[config.mk]
export PLATFORM = sky130hd
export DESIGN_NAME = output_block_packer
export DESIGN_NICKNAME = d
export VERILOG_FILES = /design/src/rtl/output_block_packer.sv
export SDC_FILE = /design/constraint.sdc
export NUM_CORES = 1
export LEC_CHECK = 0
export CAP_MARGIN = 30
export CORE_MARGIN = 1.5
export CORE_UTILIZATION = 53
export CTS_BUF_LIST = sky130_fd_sc_hd__clkbuf_4 sky130_fd_sc_hd__clkbuf_8 sky130_fd_sc_hd__clkbuf_16
export DETAILED_ROUTE_END_ITERATION = 6
export GPL_TIMING_DRIVEN = 0
export PLACE_DENSITY = 0.85
export SLEW_MARGIN = 20
export SYNTH_ARGS = -nofsm -noshare
export SYNTH_HDL_FRONTEND = slang
export SYNTH_SLANG_ARGS = --single-unit
[constraint.sdc]
create_clock -name ap_clk -period 3 [get_ports ap_clk]
set_input_delay 0.6 -clock ap_clk [delete_from_list [all_inputs] [get_ports ap_clk]]
set_output_delay 0.6 -clock ap_clk [all_outputs]
set_load 0.005 [all_outputs]
[src/rtl/output_block_packer.sv]
// Packs a stream of ELEM_WIDTH elements into OUTPUT0_SDIM-wide beats, with tlast
// marking the final beat of each OUTPUT0_BDIM-element block.

module obp_lane #(
  parameter int W = 8
) (
  input  logic         clk,
  input  logic         rst_n,
  input  logic         we,
  input  logic [W-1:0] d,
  output logic [W-1:0] q
);
  always_ff @(posedge clk or negedge rst_n) begin
    if (!rst_n)  q <= '0;
    else if (we) q <= d;
  end
endmodule

module output_block_packer #(
  parameter int ELEM_WIDTH   = 8,
  parameter int OUTPUT0_SDIM = 4,
  parameter int OUTPUT0_BDIM = 16
) (
  input  logic                               ap_clk,
  input  logic                               ap_rst_n,
  input  logic [ELEM_WIDTH-1:0]              s_axis_input0_tdata,
  input  logic                               s_axis_input0_tvalid,
  output logic                               s_axis_input0_tready,
  output logic [OUTPUT0_SDIM*ELEM_WIDTH-1:0] m_axis_output0_tdata,
  output logic                               m_axis_output0_tvalid,
  input  logic                               m_axis_output0_tready,
  output logic                               m_axis_output0_tlast
);
  localparam int SDIM  = (OUTPUT0_SDIM < 1) ? 1 : OUTPUT0_SDIM;
  localparam int BEATS = (OUTPUT0_BDIM / SDIM < 1) ? 1 : OUTPUT0_BDIM / SDIM;
  localparam int ECW   = (SDIM > 1) ? $clog2(SDIM) : 1;
  localparam int BCW   = (BEATS > 1) ? $clog2(BEATS) : 1;
  localparam logic [ECW-1:0] ELEM_MAX = ECW'(SDIM - 1);
  localparam logic [BCW-1:0] BEAT_MAX = BCW'(BEATS - 1);

  generate
    if (OUTPUT0_SDIM < 1 || OUTPUT0_BDIM < OUTPUT0_SDIM ||
        (OUTPUT0_SDIM >= 1 && (OUTPUT0_BDIM % SDIM) != 0)) begin : g_bad_cfg
      $error("output_block_packer: OUTPUT0_BDIM must be a positive multiple of OUTPUT0_SDIM >= 1");
    end
  endgenerate

  typedef struct packed {
    logic                                 last;
    logic [SDIM-1:0][ELEM_WIDTH-1:0]      data;
  } beat_t;

  logic [ECW-1:0]                  elem_cnt;
  logic [BCW-1:0]                  beat_cnt;
  logic                            rst_done;
  logic [SDIM-1:0][ELEM_WIDTH-1:0] acc;
  logic [SDIM-1:0][ELEM_WIDTH-1:0] beat;
  beat_t                           out_q;
  logic                            out_valid;
  logic                            in_fire, out_fire, elem_last, beat_last, beat_done;

  assign elem_last = (elem_cnt == ELEM_MAX);
  assign beat_last = (beat_cnt == BEAT_MAX);

  // Stall input only when the completing element has nowhere to go; rst_done
  // keeps tready low through reset and until the first edge after release.
  assign s_axis_input0_tready = rst_done &
                                ~(elem_last & out_valid & ~m_axis_output0_tready);

  assign in_fire   = s_axis_input0_tvalid & s_axis_input0_tready;
  assign out_fire  = out_valid & m_axis_output0_tready;
  assign beat_done = in_fire & elem_last;

  genvar k;
  generate
    for (k = 0; k < SDIM; k++) begin : g_lane
      obp_lane #(.W(ELEM_WIDTH)) u_lane (
        .clk   (ap_clk),
        .rst_n (ap_rst_n),
        .we    (in_fire && (elem_cnt == ECW'(k))),
        .d     (s_axis_input0_tdata),
        .q     (acc[k])
      );
      // The lane being written this cycle bypasses its register into the beat.
      assign beat[k] = (elem_cnt == ECW'(k)) ? s_axis_input0_tdata : acc[k];
    end
  endgenerate

  always_ff @(posedge ap_clk or negedge ap_rst_n) begin
    if (!ap_rst_n) begin
      elem_cnt <= '0;
      beat_cnt <= '0;
      rst_done <= 1'b0;
    end else begin
      rst_done <= 1'b1;
      if (in_fire)   elem_cnt <= elem_last ? '0 : elem_cnt + 1'b1;
      if (beat_done) beat_cnt <= beat_last ? '0 : beat_cnt + 1'b1;
    end
  end

  always_ff @(posedge ap_clk or negedge ap_rst_n) begin
    if (!ap_rst_n) begin
      out_q     <= '0;
      out_valid <= 1'b0;
    end else if (beat_done) begin
      out_q.data <= beat;
      out_q.last <= beat_last;
      out_valid  <= 1'b1;
    end else if (out_fire) begin
      out_valid  <= 1'b0;
    end
  end

  assign m_axis_output0_tdata  = out_q.data;
  assign m_axis_output0_tlast  = out_q.last;
  assign m_axis_output0_tvalid = out_valid;
endmodule

==> results.tsv <==
metric	value	unit
Antenna Nets Post-Route	0	
total CTS buffers	9	
Overflow after GRT	0	
final setup fails	0	
leak pwr	1.528	nW
vias per inst	5.224	
Ys Warns	0	
initial antenna violation count	0	
ant diodes	0	
Switching Share	26.85	%
layout cells sized above 1	46.22	%
die area	0.005638	mm²
clock buffer depth	2	
CP Class	input port to output port	
chip width	75.09	µm
clock share of power	18.4	%
Pre-Repair DR Iteration Count	4	
net count after synthesis	193	
CTS root buf	clkbuf_8	
Final Worst Setup Slack	415.1	ps
first-pass GRT wire length	8.535	mm
Rel. slew slack	61.38	%
worst min path class	input port to asynchronous set/reset pin	
P_sw	0.9405	mW
Crit-path slowest cell	clkdlybuf4s50_1	
CTS tree	yes	
Fin. Hold Viols	0	
count of different cell masters after synthesis	18	
clock skew	6.892	ps
Setup WS pre-CTS	418.0	ps
area grow syn2layout	27.08	%
count of hold-fix buffers inserted at cts	0	
Max Cap Violations	0	
clk sinks	63	
Rows	26	
unrepaired setup endpoints after global routing	no	
clock slew at reported path FFs	60	ps
Max Slew Vio Count	0	
final net count	251	
Yosys top cell area share	57.25	%
DR vias	1609	
Finished Layout Cells	308	
Post-CTS Setup Repair Bufs	0	
Synth Area per Inst	15.65	µm²
final WL	5.121	mm
Cell Area, Synth	0.002754	mm²
Worst Tran Pin Value	578.7	ps
post-CTS sizing	0	
nature of the critical path startpoint	input port	
largest net degree at the start of global routing	50	
Slowest Stage Delay on Critical Path	500	ps
max frequency	0.3869	GHz
Post-Syn Instances	176	
Starting Density	54.62	%
final worst-path cycle share	86.16	%
core box area	0.005042	mm²
Die Ht	75.09	µm
largest area contributor in the synthesized netlist	dfrtp_1	
FILL cells	355	
critical path endpoint category	output port	
Internal Pwr Total	2.563	mW
Worst EP required	2400	ps
crit path time final	2585	ps
multi-input logic area	0.001124	mm²
Initial DRC Count	48	
RD Place Congestion	0.7726	
flops & latches, synth	63	
Flop pwr share	42.1	%
status	completed	
vias in the first global route	1752	
Post-route DRC	0	
flip-flop and latch area	0.001577	mm²
GRT Total Usage	21.44	%
most frequent CP cell	clkdlybuf4s50_1	
cell breakdown of the critical path	clkdlybuf4s50_1 > and3b_1 > buf_6 > nor2b_1 > clkdlybuf4s50_1	
total number of H-tree levels	3	
Ports	47	
synth top area cells	dfrtp_1 57%, mux2_2 34%, ha_1 2.3%	
post-DR wirelength/cell	16.63	µm
PortBufs	46	
WP data arrival	1980	ps
VDD IR-drop max	0.0005549	V
post-DP HPWL	3.405	mm
Worst-Skew Late Latency	330	ps
Max FO, Critical Path	6	
Cells after DPL	293	
PD cells	1001	mW/mm²
sequential area share after synthesis	57.25	%
Combinational Power Share	39.5	%
-- layer usage --
metal | GRT usage [%] | up-vias | share of wire [%]
met4 | 9.293 | 0 | 1.6
met3 | 7.095 | 7 | 4.9
li1 | - | 745 | -
met5 | 0 | - | 0
met1 | 28.72 | 823 | 48
met2 | 32.15 | 34 | 46
-- worst paths after layout --
kind	to	from	cells after the start	slack [ps]
max	s_axis_input0_tready	m_axis_output0_tready	5	420
min	g_lane[0].u_lane.q[6]	ap_rst_n	1	120
max reg2reg	g_lane[2].u_lane.q[4]	elem_cnt[0]	5	940
min reg2reg	g_lane[2].u_lane.q[6]	g_lane[2].u_lane.q[6]	1	480
max in group asynchronous	g_lane[0].u_lane.q[4]	ap_rst_n	2	2380
min in group ap_clk	g_lane[2].u_lane.q[6]	g_lane[2].u_lane.q[6]	1	480
-- cell type report --
class	count	share of cell area, %
tap	70	2.503
multi-input combinational	103	32.11
clock buffer	14	4.791
timing repair buffer	47	13.87
clock inverter	1	0.1430
buffer	8	1.323
inverter	2	0.2145
sequential	63	45.05
-- synth_stat cells, drive strengths merged --
| library cell | instances |
|---|---|
| conb | 1 |
| o21ai | 1 |
| mux2 | 84 |
| inv | 2 |
| buf | 6 |
| nor2b | 1 |
| dfrtp | 63 |
| nor3b | 3 |
| clkbuf | 2 |
| nand2b | 1 |
| nand2 | 2 |
| ha | 5 |
| nor2 | 2 |
| o31ai | 1 |
| and3b | 1 |
| nand4 | 1 |
-- cells in the final DEF, fill, tap and decap left out --
cell and instances:
nor2b_1 1, clkdlybuf4s50_1 45, clkbuf_4 4, inv_1 2, o31ai_1 1, buf_6 1, clkbuf_8 10, clkbuf_2 2
clkinv_2 1, buf_2 5, nand2b_1 1, buf_16 1, buf_4 1, nand4_1 1, o21ai_0 1, ha_1 5
and3b_1 1, conb_1 1, nor3b_4 3, dfrtp_1 63, mux2_1 2, mux2_2 82, nand2_1 2, nor2_1 2
-- state kept, by name, summed over array words and instances, names as in the netlist --
name,count
beat_cnt,2
m_axis_output0_tvalid,1
g_lane.u_lane.q,24
rst_done,1
elem_cnt,2
m_axis_output0_tdata,32
m_axis_output0_tlast,1
-- cell families (layout without fill, tap and decap cells) --
group	after synthesis	in the layout	share of synthesized area (%)
adder cells (fa/ha/maj)	5	5	2.272
multiplexers	84	84	34.35
AO/OA/AOI/OAI	2	2	0.4543
buffers and inverters	10	72	1.954
AND/OR/NAND/NOR	11	11	3.590
other	1	1	0.1362
flip-flops	63	63	57.25
-- stage by stage --
stage                     TNS, ps  utilization [%]  hold slack [ps]  power, mW  instance area (µm²)
after global routing            0            69.40            121.6      3.727                 3500
final                           0            69.40            124.9      3.503                 3500
after floorplan                 0                -            304.4      2.216                 2754
after detailed placement        0            65.98            470.8      2.882                 3327
after CTS                       0            69.40            111.0      3.554                 3500
after global placement     -43450            65.48            464.4      2.811                 3302
-- critical path: cells and delay by family --
| family | cells | cell delay (ps) |
|---|---|---|
| AND/OR/NAND/NOR | 2 | 280 |
| buffers and inverters | 3 | 1100 |
-- power groups by stage --
stage / clock network [mW] / logic [mW] / registers [mW]
after floorplan: 0 / 0.754 / 1.46
after global placement: 0 / 1.35 / 1.47
final: 0.645 / 1.38 / 1.47
after CTS: 0.666 / 1.41 / 1.48
after global routing: 0.695 / 1.50 / 1.53
after detailed placement: 0 / 1.40 / 1.49
Power figures use the tool's default switching activity.
